## src/rtl/mem_arbiter.sv

```systemverilog
// Two-master to one-target memory arbiter with latched target-side request.
// Define MEM_ARBITER_ROUND_ROBIN_EN for round-robin ties; default is fixed priority.
module mem_arbiter #(
    parameter int AW = 30,
    parameter int DW = 32
) (
    input  logic            clk,
    input  logic            rst_n,
    input  logic            m0_req,
    input  logic            m0_we,
    input  logic [AW-1:0]   m0_addr,
    input  logic [DW/8-1:0] m0_sel,
    input  logic [DW-1:0]   m0_wdata,
    output logic [DW-1:0]   m0_rdata,
    output logic            m0_ack,
    input  logic            m1_req,
    input  logic            m1_we,
    input  logic [AW-1:0]   m1_addr,
    input  logic [DW/8-1:0] m1_sel,
    input  logic [DW-1:0]   m1_wdata,
    output logic [DW-1:0]   m1_rdata,
    output logic            m1_ack,
    output logic            s_cyc,
    output logic            s_we,
    output logic [AW-1:0]   s_addr,
    output logic [DW/8-1:0] s_sel,
    output logic [DW-1:0]   s_wdata,
    input  logic [DW-1:0]   s_rdata,
    input  logic            s_ack,
    output logic [1:0]      grant
);

    typedef enum logic [1:0] {IDLE, BUSY0, BUSY1} state_t;

    state_t          r_state;
    logic            r_cyc;
    logic            r_we;
    logic [AW-1:0]   r_addr;
    logic [DW/8-1:0] r_sel;
    logic [DW-1:0]   r_wdata;
    logic [1:0]      r_grant;
    logic            r_m0_ack;
    logic            r_m1_ack;
    logic [DW-1:0]   r_m0_rdata;
    logic [DW-1:0]   r_m1_rdata;

    logic w_hold;
    logic w_el0;
    logic w_el1;
    logic w_pick1;

    // Arbitrate only after an ack retires, so ties see both requesters.
    assign w_hold = r_m0_ack | r_m1_ack;
    assign w_el0  = m0_req & ~r_m0_ack & ~w_hold;
    assign w_el1  = m1_req & ~r_m1_ack & ~w_hold;

`ifdef MEM_ARBITER_ROUND_ROBIN_EN
    logic r_last;
    assign w_pick1 = w_el1 & (~w_el0 | ~r_last);
`else
    assign w_pick1 = w_el1 & ~w_el0;
`endif

    always_ff @(posedge clk or negedge rst_n) begin
        if (!rst_n) begin
            r_state    <= IDLE;
            r_cyc      <= 1'b0;
            r_we       <= 1'b0;
            r_addr     <= '0;
            r_sel      <= '0;
            r_wdata    <= '0;
            r_grant    <= 2'b00;
            r_m0_ack   <= 1'b0;
            r_m1_ack   <= 1'b0;
            r_m0_rdata <= '0;
            r_m1_rdata <= '0;
`ifdef MEM_ARBITER_ROUND_ROBIN_EN
            r_last     <= 1'b1;
`endif
        end else begin
            r_m0_ack <= 1'b0;
            r_m1_ack <= 1'b0;
            unique case (r_state)
                IDLE: begin
                    if (w_el0 | w_el1) begin
                        r_state <= w_pick1 ? BUSY1 : BUSY0;
                        r_cyc   <= 1'b1;
                        r_grant <= w_pick1 ? 2'b10 : 2'b01;
                        r_we    <= w_pick1 ? m1_we : m0_we;
                        r_addr  <= w_pick1 ? m1_addr : m0_addr;
                        r_sel   <= w_pick1 ? m1_sel : m0_sel;
                        r_wdata <= w_pick1 ? m1_wdata : m0_wdata;
`ifdef MEM_ARBITER_ROUND_ROBIN_EN
                        r_last  <= w_pick1;
`endif
                    end
                end
                BUSY0: begin
                    if (s_ack) begin
                        r_state    <= IDLE;
                        r_cyc      <= 1'b0;
                        r_grant    <= 2'b00;
                        r_m0_ack   <= 1'b1;
                        r_m0_rdata <= s_rdata;
                    end
                end
                BUSY1: begin
                    if (s_ack) begin
                        r_state    <= IDLE;
                        r_cyc      <= 1'b0;
                        r_grant    <= 2'b00;
                        r_m1_ack   <= 1'b1;
                        r_m1_rdata <= s_rdata;
                    end
                end
                default: r_state <= IDLE;
            endcase
        end
    end

    assign s_cyc    = r_cyc;
    assign s_we     = r_we;
    assign s_addr   = r_addr;
    assign s_sel    = r_sel;
    assign s_wdata  = r_wdata;
    assign grant    = r_grant;
    assign m0_ack   = r_m0_ack;
    assign m1_ack   = r_m1_ack;
    assign m0_rdata = r_m0_rdata;
    assign m1_rdata = r_m1_rdata;

endmodule

```

## config.mk

```make
export PLATFORM = sky130hd
export DESIGN_NAME = mem_arbiter
export DESIGN_NICKNAME = d
export VERILOG_FILES = /design/src/rtl/mem_arbiter.sv
export SDC_FILE = /design/constraint.sdc
export NUM_CORES = 1
export LEC_CHECK = 0
export ABC_AREA = 1
export CAP_MARGIN = 30
export CELL_PAD_IN_SITES_DETAIL_PLACEMENT = 0
export CELL_PAD_IN_SITES_GLOBAL_PLACEMENT = 1
export CORE_ASPECT_RATIO = 0.9
export CORE_MARGIN = 2
export CORE_UTILIZATION = 26
export CTS_CLUSTER_DIAMETER = 60
export CTS_CLUSTER_SIZE = 14
export DETAILED_ROUTE_END_ITERATION = 10
export PLACE_DENSITY = 0.75
export SYNTH_ARGS = -nofsm -noshare
export SYNTH_HDL_FRONTEND = slang
export SYNTH_SLANG_ARGS = --single-unit
```

## constraint.sdc

```tcl
create_clock -name clk -period 1.5 [get_ports clk]
set_input_delay 0.45 -clock clk [delete_from_list [all_inputs] [get_ports clk]]
set_output_delay 0.45 -clock clk [all_outputs]
set_load 0.02 [all_outputs]
```

==> results of run 1 <==
-- power by group through the flow --
stage | registers (mW) | logic, mW | clock network, mW
after floorplan | 8.60 | 3.28 | 0
after global placement | 6.54 | 11.0 | 0
after detailed placement | 6.54 | 11.2 | 0
after CTS | 6.47 | 9.71 | 3.99
after global routing | 6.70 | 11.3 | 4.16
final | 6.47 | 10.3 | 3.84
-- layout by cell type (no fill, tap or decap) --
master / n
ha_1: 2
nand2_1: 280
nand3_1: 68
buf_6: 6
nand3b_1: 67
inv_4: 1
clkbuf_16: 27
nor2_4: 3
nand2_8: 1
buf_2: 135
nand2_2: 3
dlygate4sd3_1: 1
clkinv_2: 4
nand3_2: 4
buf_4: 19
ha_4: 1
clkbuf_1: 1
clkinv_4: 3
clkbuf_8: 1
buf_12: 15
dlymetal6s2s_1: 2
inv_6: 3
clkinvlp_4: 3
o21ai_0: 64
dfrtp_1: 138
buf_16: 1
or2_2: 1
clkdlybuf4s50_1: 167
inv_2: 4
inv_1: 104
-- area by class of cell --
| type | count | area (um^2) |
|---|---|---|
| fillers | 2477 | 13800 |
| clock buffers | 19 | 443 |
| well taps | 308 | 385 |
| repair buffers | 356 | 3170 |
| clock inverters | 13 | 95.1 |
| inverters | 109 | 412 |
| multi-input cells | 494 | 2380 |
| flip-flops and latches | 138 | 3450 |
-- flip-flops by register name, indices dropped and copies added (netlist names) --
| name | cells |
|---|---|
| m1_ack | 1 |
| r_state | 2 |
| s_we | 1 |
| m1_rdata | 32 |
| s_cyc | 1 |
| s_addr | 30 |
| grant | 2 |
| m0_ack | 1 |
| m0_rdata | 32 |
| s_wdata | 32 |
| s_sel | 4 |
-- logic make-up (layout without fill, tap and decap cells) --
group	count (synthesis)	count (layout)	synth area share
compound gates	64	64	0.0500
flops	138	138	0.540
simple gates	427	427	0.306
buf+inv	158	497	0.0987
fa+ha+maj	3	3	0.00587
-- final timing paths --
check	from	end	cells after the start
setup / recovery	m1_ack	s_wdata[13]	7
min in group asynchronous	rst_n	s_addr[29]	2
hold reg to reg	grant[0]	grant[0]	2
setup reg to reg	m1_ack	s_wdata[13]	7
hold / removal	grant[0]	grant[0]	2
max in group asynchronous	rst_n	s_wdata[15]	3
-- stage by stage --
stage | setup TNS (ps) | area [um^2]
after floorplan | 0 | 6400
after global placement | -30680 | 10000
after detailed placement | -33870 | 10000
after CTS | -2880 | 9950
after global routing | -227 | 10300
final | 0 | 10300
-- synth_stat cells (2+ instances only) --
cell type  count
nand2_1      284
dfrtp_1      138
inv_1        108
nand3_1       72
nand3b_1      67
o21ai_0       64
clkbuf_1      30
buf_2         13
ha_1           3
buf_1          2
buf_4          2
buf_6          2
-- per-layer routing --
| metal | up-vias | share of wire |
|---|---|---|
| li1 | 3111 | - |
| met3 | 19 | 0.060 |
| met5 | - | 0 |
| met4 | 0 | 0.015 |
| met2 | 188 | 0.49 |
| met1 | 2968 | 0.44 |
-- worst max-delay path, delay by kind of cell (launching register included) --
kind	cells	cell delay, ps
AND/OR/NAND/NOR	5	600
buffers and inverters	2	360
flip-flops	1	410
-- repair_timing --
item / in CTS / in global routing
buffers inserted: 0 / 8
gates resized for setup: 546 / 22
gates cloned: 1 / 11
pin swaps: 2 / 7
hold endpoints to repair: 23 / 0
hold buffers: 1 / 0
endpoints found under the setup margin: 137 / 73
==> metrics.md, run 1 <==
| Metric | Value |
|---|---|
| Main synth FF type | `dfrtp_1` |
| Switching Share | `0.439` |
| Core area | `24200 um^2` |
| Post-route DRC | `0` |
| Worst EP required | `approximately 1800 ps` |
| Internal power | `approximately 12 mW` |
| Period Utilization, post-route | `0.971` |
| Highest clock rate | `~0.69 GHz` |
| Synth cell types | `17` |
| Final WS setup | `between 40 and 50 ps` |
| Finished Layout Cells | `1437` |
| Area contributors post-synth | `dfrtp_1 (54%), nand2_1 (17%), nand3b_1 (7.9%)` |
| Status | `finished clean` |
| CTS root buffer | `clkbuf_16` |
| Clock sink count | `between 100 and 150` |
| Die area | `roughly 26000 um^2` |
| Number of iterations in the first detailed-routing pass | `7` |
| Slowest-stage cell, CP | `dfrtp_1` |
| CP endpoint kind | `register` |
| Pre-CTS setup slack | `-441 ps` |
| Mean Syn Cell Area | `just over 8 um^2` |
| Clk pwr share | `0.186` |
| Net Sw Power | `roughly 9.1 mW` |
| Final number of setup-violating endpoints | `0` |
| Routing usage on met1 | `0.216` |
| All-Layer GR Usage | `0.170` |
| Met2 Resource Use GR | `0.284` |
| Worst hold-check path type | `reg -> reg` |
| First-pass GRT wire length | `approximately 34 mm` |
| Final Max Slew Viols | `0` |
| Final Net Count | `1290` |
| Synth Register Bits | `around 140` |
| CTS buffer count | `17` |
| Clock skew | `~10 ps` |
| Clock tree buffer depth | `2` |
| IO Port Bufs | `approximately 310` |
| Worst Path Max Fanout | `6` |
| Crit-path cells | `nor2_4 -> nand2_1 -> nor2_4 -> buf_6 -> clkbuf_16 -> nand3_1 -> nand2_1` |
| Critical Path Source Type | `register` |
| Synthesized Nets | `between 900 and 1000` |
| Starting Density | `0.265` |
| Layout cells sized above 1 | `0.208` |
| Worst Tran Pin Value | `~380 ps` |
| Final Hold Viols | `0` |
| Peak supply drop | `764 uV` |
| Total chip power | `approximately 21 mW` |
| Chip width | `about 170 um` |
| EDFF count, synth | `0` |
| Later-pin clock latency in the skew report | `slightly above 400 ps` |
| Sequential share of the synthesized area | `0.540` |
| Max_cap viols | `0` |
| Cells after DPL | `1384` |
| Synth area leader | `dfrtp_1` |
| Worst EP arrival | `1800 ps` |
| Busiest layer in global routing | `met2` |
| DIE HEIGHT | `153 um` |
| Initial antenna violation count | `0` |
| Final Util | `0.428` |
| Post-DP HPWL | `15.4 mm` |
| Pwr/cell area | `between 1500 and 2000 nW/um^2` |
| RSZ-0062 raised after global routing | `yes` |
| Leakage | `about 5.5 nW` |
| Worst hold slack | `between 400 and 500 ps` |
| WL/cell | `between 15 and 20 um` |
| Critical path class | `reg -> reg` |
| Warning count from the yosys run | `0` |
| Num rows | `between 50 and 60` |
| CTS tree | `done` |
| Logic pwr share | `0.501` |
| Sequential Power Share | `0.313` |
| Fraction of registers with async set/reset | `1.00` |
| Cells after Synth | `790` |
| Ant. Diodes | `0` |
| I/O Pins | `307` |
| Largest net degree at the start of global routing | `66` |
| Clock slew at reported path FFs | `60 ps` |
| Initial DRC Count | `333` |
| Vias in the first global route | `slightly above 6000` |
| Slack of the worst reg-to-reg path | `~43 ps` |
| Slowest stage delay, CP | `approximately 410 ps` |
| Final min period | `approximately 1500 ps` |
| Post-Route WL | `around 24 mm` |
| Max transition margin | `0.747` |
| RePlAce Congestion | `approximately 0.77` |
| Post-synth top area share | `0.540` |
| Met3 Resource Use GR | `0.0489` |
| Routed via count | `6286` |
| Layout Area Growth over Synthesis | `61.6%` |
| Synth Cell Area | `~6400 um^2` |
| Final ANT Viol Nets | `0` |
| DR vias/cell | `~4.4` |
| Htree depth | `4` |
| GRT overflow | `0` |
Note: power is estimated with default switching activity, not from simulation.
==> run 2, diff against run 1 <==
--- a/config.mk
+++ b/config.mk
@@ -11,11 +11,11 @@
 export CELL_PAD_IN_SITES_GLOBAL_PLACEMENT = 1
 export CORE_ASPECT_RATIO = 0.9
 export CORE_MARGIN = 2
-export CORE_UTILIZATION = 26
+export CORE_UTILIZATION = 31
 export CTS_CLUSTER_DIAMETER = 60
 export CTS_CLUSTER_SIZE = 14
 export DETAILED_ROUTE_END_ITERATION = 10
-export PLACE_DENSITY = 0.75
+export PLACE_DENSITY = 0.84
 export SYNTH_ARGS = -nofsm -noshare
 export SYNTH_HDL_FRONTEND = slang
 export SYNTH_SLANG_ARGS = --single-unit
==> constraint.sdc (replaced) <==
create_clock -name clk -period 1.85 [get_ports clk]
set_input_delay 0.555 -clock clk [delete_from_list [all_inputs] [get_ports clk]]
set_output_delay 0.555 -clock clk [all_outputs]
set_load 0.02 [all_outputs]
==> metrics.md, run 2 (synthesis results as in run 1) <==
| Metric | Value |
|---|---|
| Post-route DRC | `0` |
| Highest clock rate | `slightly below 0.6 GHz` |
| CTS tree | `done` |
| Sequential Power Share | `0.322` |
| Commonest non-fill, non-tap cell in the layout | `nand2_1` |
| Final ANT Viol Nets | `0` |
| Critical Path Source Type | `register` |
| Max_cap viols | `0` |
| Busiest layer in global routing | `met2` |
| Post-DP HPWL | `15.0 mm` |
| Vias in the first global route | `6046` |
| PostCTS Resize Cnt | `about 140` |
| GRT overflow | `0` |
| Critical path class | `reg -> out` |
| Initial DRC Count | `about 280` |
| DR vias/cell | `roughly 4.5` |
| Worst EP required | `between 1000 and 1500 ps` |
| Routing usage on met1 | `0.256` |
| All-Layer GR Usage | `0.194` |
| Peak supply drop | `between 800 and 900 uV` |
| Leakage | `roughly 5.5 nW` |
| Net Sw Power | `a little under 7 mW` |
| Hold_buf cts | `0` |
| Cells after DPL | `roughly 1300` |
| Worst hold-check path type | `in -> async` |
| Later-pin clock latency in the skew report | `420 ps` |
| Chip width | `~160 um` |
| Cell family with most CP delay | `flip-flops` |
| WL/cell | `about 15 um` |
| Clock tree buffer depth | `2` |
| Final Hold Viols | `0` |
| Switching Share | `0.430` |
| Ant. Diodes | `0` |
| Status | `finished clean` |
| Clock sink count | `~140` |
| Setup bufs post-CTS | `0` |
| Period Utilization, post-route | `0.931` |
| Number of iterations in the first detailed-routing pass | `5` |
| I/O Pins | `approximately 300` |
| Worst EP arrival | `around 1200 ps` |
| DIE HEIGHT | `140 um` |
| IO Port Bufs | `between 300 and 400` |
| Fillers | `1960` |
| Final min period | `about 1700 ps` |
| Final Max Slew Viols | `0` |
| CTS root buffer | `clkbuf_16` |
| Logic pwr share | `0.481` |
| Clock slew at reported path FFs | `roughly 70 ps` |
| Layout cells sized above 1 | `0.0597` |
| Internal power | `roughly 9.2 mW` |
| Final number of setup-violating endpoints | `0` |
| Worst Path Max Fanout | `2` |
| Slowest stage delay, CP | `390 ps` |
| Multi-input logic area | `~2300 um^2` |
| Initial antenna violation count | `0` |
| Pre-CTS setup slack | `-156 ps` |
| RePlAce Congestion | `~0.79` |
| Starting Density | `0.318` |
| Core area | `between 20000 and 25000 um^2` |
| Slowest-stage cell, CP | `dfrtp_1` |
| Layout Area Growth over Synthesis | `60.9%` |
| CTS buffer count | `17` |
| Routed via count | `6065` |
| CP endpoint kind | `primary output` |
| Buf+Inv Stages, Crit Path | `1` |
| Clk pwr share | `0.197` |
| Reg area | `around 3500 um^2` |
| Largest net degree at the start of global routing | `between 50 and 60` |
| Worst Tran Pin Value | `about 460 ps` |
| Die area | `21800 um^2` |
| Finished Layout Cells | `approximately 1400` |
| Final WS setup | `127 ps` |
| Met2 Resource Use GR | `0.313` |
| Final Net Count | `about 1300` |
| Htree depth | `4` |
| Clock skew | `around 10 ps` |
| Met3 Resource Use GR | `0.0495` |
| Worst hold slack | `62.4 ps` |
| Total chip power | `around 16 mW` |
| Pwr/cell area | `approximately 1600 nW/um^2` |
| First-pass GRT wire length | `between 30 and 40 mm` |
| RSZ-0062 raised after global routing | `no` |
| Crit-path cells | `dlygate4sd2_1` |
| Max transition margin | `0.691` |
| Num rows | `around 50` |
| Post-Route WL | `~21 mm` |
| Most frequent cells in the layout | `nand2_1 (281), clkdlybuf4s50_1 (169), dfrtp_1 (138)` |
[run 2: cell count changes in the layout (fill, tap and decap cells not counted), sizes merged]
cell | before | now
buf | 176 | 28
dlygate4sd2 | 0 | 136
clkbuf | 29 | 21
clkinv | 7 | 4
clkdlybuf4s50 | 167 | 169
dlymetal6s2s | 2 | 0
clkinvlp | 3 | 4
dlygate4sd3 | 1 | 0
[run 2: routing by layer]
| metal | routed length [um] | vias to the layer above |
|---|---|---|
| met4 | 439 | 0 |
| met3 | 1420 | 29 |
| met5 | 0 | - |
| met1 | 9140 | 2768 |
| li1 | - | 3057 |
| met2 | 9900 | 211 |
[run 2: area by class of cell]
cell class | instances | share of cell area
Sequential cell | 138 | 0.335
Timing Repair Buffer | 333 | 0.314
Multi-Input combinational cell | 494 | 0.227
Clock buffer | 21 | 0.0447
Inverter | 109 | 0.0397
Tap cell | 255 | 0.0310
Clock inverter | 11 | 0.00850
[run 2: per-stage QoR]
| stage | cell area (um^2) | setup TNS, ps | util |
|---|---|---|---|
| final | 10300 | 0 | 0.512 |
| after global routing | 10300 | 0 | 0.512 |
| after CTS | 10300 | 0 | 0.512 |
| after detailed placement | 9920 | -7570 | 0.493 |
| after global placement | 9920 | -6350 | 0.493 |
| after floorplan | 6400 | 0 | - |
[run 2: power groups by stage]
stage,combinational [mW],sequential [mW],clock (mW)
floorplan,2.66,6.97,0
global placement,8.79,5.27,0
detailed placement,8.90,5.29,0
CTS,7.92,5.23,3.27
global route,8.55,5.40,3.41
finish,7.79,5.21,3.18
[run 2: path summary, 6_finish.rpt]
kind                       slack (ps)        from          end  cells past startpoint
setup / recovery                  130      m1_ack       m1_ack                      1
hold / removal                     60       rst_n   s_addr[17]                      1
setup reg to reg                  360  r_state[1]   s_addr[13]                      7
hold reg to reg                   470  s_addr[24]   s_addr[24]                      2
max in group asynchronous        1180       rst_n  s_wdata[26]                      2
min in group clk                  470  s_addr[24]   s_addr[24]                      2
==> run 3, diff against run 2 <==
--- a/config.mk
+++ b/config.mk
@@ -15,6 +15,7 @@
 export CTS_CLUSTER_DIAMETER = 60
 export CTS_CLUSTER_SIZE = 14
 export DETAILED_ROUTE_END_ITERATION = 10
+export GPL_TIMING_DRIVEN = 0
 export PLACE_DENSITY = 0.84
 export SYNTH_ARGS = -nofsm -noshare
 export SYNTH_HDL_FRONTEND = slang
==> metrics.md, run 3 (synthesis results as in run 1) <==
| Metric | Value |
|---|---|
| Status | `finished clean` |
| Reg2reg path depth | `7` |
| Post-route DRC | `0` |
| All-Layer GR Usage | `0.200` |
| Vias in the first global route | `a little over 6000` |
| Final number of setup-violating endpoints | `0` |
| Htree depth | `4` |
| Cell family with most CP delay | `flip-flops` |
| Die area | `roughly 22000 um^2` |
| Final Net Count | `1294` |
| Routed via count | `~6200` |
| Multi-input logic area | `2320 um^2` |
| Reg area | `about 3500 um^2` |
| DIE HEIGHT | `140 um` |
| Slowest-stage cell, CP | `dfrtp_1` |
| Final Max Slew Viols | `0` |
| Chip width | `around 160 um` |
| Final ANT Viol Nets | `0` |
| Clock tree buffer depth | `2` |
| Worst hold-check path type | `in -> async` |
| Pwr/cell area | `approximately 1600 nW/um^2` |
| Layout cells sized above 1 | `0.0662` |
| Final WS setup | `117 ps` |
| Worst Tran Pin Value | `roughly 540 ps` |
| Buf+Inv Stages, Crit Path | `1` |
| Worst Path Max Fanout | `2` |
| CTS root buffer | `clkbuf_16` |
| WL/cell | `between 15 and 20 um` |
| Worst EP required | `between 1000 and 1500 ps` |
| Highest clock rate | `between 0.5 and 0.6 GHz` |
| Worst EP arrival | `1180 ps` |
| Period Utilization, post-route | `0.937` |
| I/O Pins | `slightly above 300` |
| DR vias/cell | `approximately 4.5` |
| Max_cap viols | `0` |
| Initial antenna violation count | `0` |
| Clock slew at reported path FFs | `70 ps` |
| CP endpoint kind | `primary output` |
| Worst hold slack | `between 90 and 100 ps` |
| Post-Route WL | `21.4 mm` |
| CTS buffer count | `17` |
| Peak supply drop | `roughly 650 uV` |
| Clock sink count | `between 100 and 150` |
| RSZ-0062 raised after global routing | `no` |
| Critical Path Source Type | `register` |
| Layout Area Growth over Synthesis | `61.3%` |
| Later-pin clock latency in the skew report | `about 420 ps` |
| Pre-CTS setup slack | `-623 ps` |
| Commonest non-fill, non-tap cell in the layout | `nand2_1` |
| Slowest stage delay, CP | `390 ps` |
| Clock skew | `9.17 ps` |
| Number of iterations in the first detailed-routing pass | `5` |
| Leakage | `around 5.5 nW` |
| Final min period | `about 1700 ps` |
| Crit-path cells | `dlygate4sd2_1` |
| Core area | `~20000 um^2` |
| Critical path class | `reg -> out` |
| Setup crit start | `m1_ack` |
| Starting Density | `0.318` |
| Initial DRC Count | `between 300 and 400` |
| Most frequent cells in the layout | `nand2_1 (283), clkdlybuf4s50_1 (169), dfrtp_1 (138)` |
| Final TNS setup | `0 ps` |
| Largest net degree at the start of global routing | `86` |
| CTS tree | `done` |
| Critical path depth in cells | `1` |
| IO Port Bufs | `306` |
| First-pass GRT wire length | `around 34 mm` |
| Final Hold Viols | `0` |
| Num rows | `a little under 50` |
| Max transition margin | `0.641` |
| GRT overflow | `0` |
| Total chip power | `around 17 mW` |
| Reg-to-Reg Start | `m1_ack` |
| Fillers | `~2000` |
| Post-DP HPWL | `roughly 16 mm` |
| RePlAce Congestion | `0.781` |
-- run 3: cell types whose count changed in the layout (fill, tap and decap cells not counted), moves of 3 or more --
cell        change
buf_2          +12
clkbuf_2       +14
bufinv_16       +3
clkinvlp_4      -3
buf_12         -11
clkbuf_1       +15
buf_4          -10
-- run 3: through the flow --
| stage | cells | area, um^2 | utilization |
|---|---|---|---|
| 2_1_floorplan | 790 | 6400 | - |
| 3_3_place_gp | 1351 | 9780 | 0.486 |
| 3_5_place_dp | 1352 | 9810 | 0.488 |
| 4_1_cts | 1384 | 10300 | 0.511 |
| 5_1_grt | 1388 | 10300 | 0.513 |
| 6_report | 1389 | 10300 | 0.513 |
-- run 3: worst paths after layout --
| check | slack (ps) | end |
|---|---|---|
| setup / recovery | 120 | m1_ack |
| setup reg to reg | 210 | s_wdata[28] |
| hold reg to reg | 460 | grant[1] |
| max in group asynchronous | 920 | m1_rdata[9] |
| hold / removal | 90 | s_addr[17] |
| min in group clk | 460 | grant[1] |
-- run 3: layout make-up --
type                            instances  share of cell area
Antenna cell                            1            0.000242
Buffer                                 49              0.0235
Clock buffer                           17              0.0412
Clock inverter                         15              0.0185
Inverter                              109              0.0396
Multi-Input combinational cell        494               0.225
Sequential cell                       138               0.335
Tap cell                              255              0.0309
Timing Repair Buffer                  311               0.286
-- run 3: repair_timing --
action	4_1_cts	5_1_grt
resized for setup	142	22
setup endpoints to repair	212	114
hold buffers	0	0
pin swaps	0	1
setup buffers	0	4
-- run 3: metal layers --
layer	up-vias	global-route usage	part of all wire
met4	0	0.0681	0.023
met3	29	0.0526	0.064
met2	206	0.310	0.46
met1	2894	0.271	0.45
met5	-	0	0
li1	3111	-	-
-- run 3: report_power, final --
part	switching [mW]	internal [mW]	leakage [nW]
Sequential	0.726	4.47	1.71
Combinational	4.91	2.88	3.50
Clock	1.43	2.15	0.302
Total	7.07	9.50	5.51
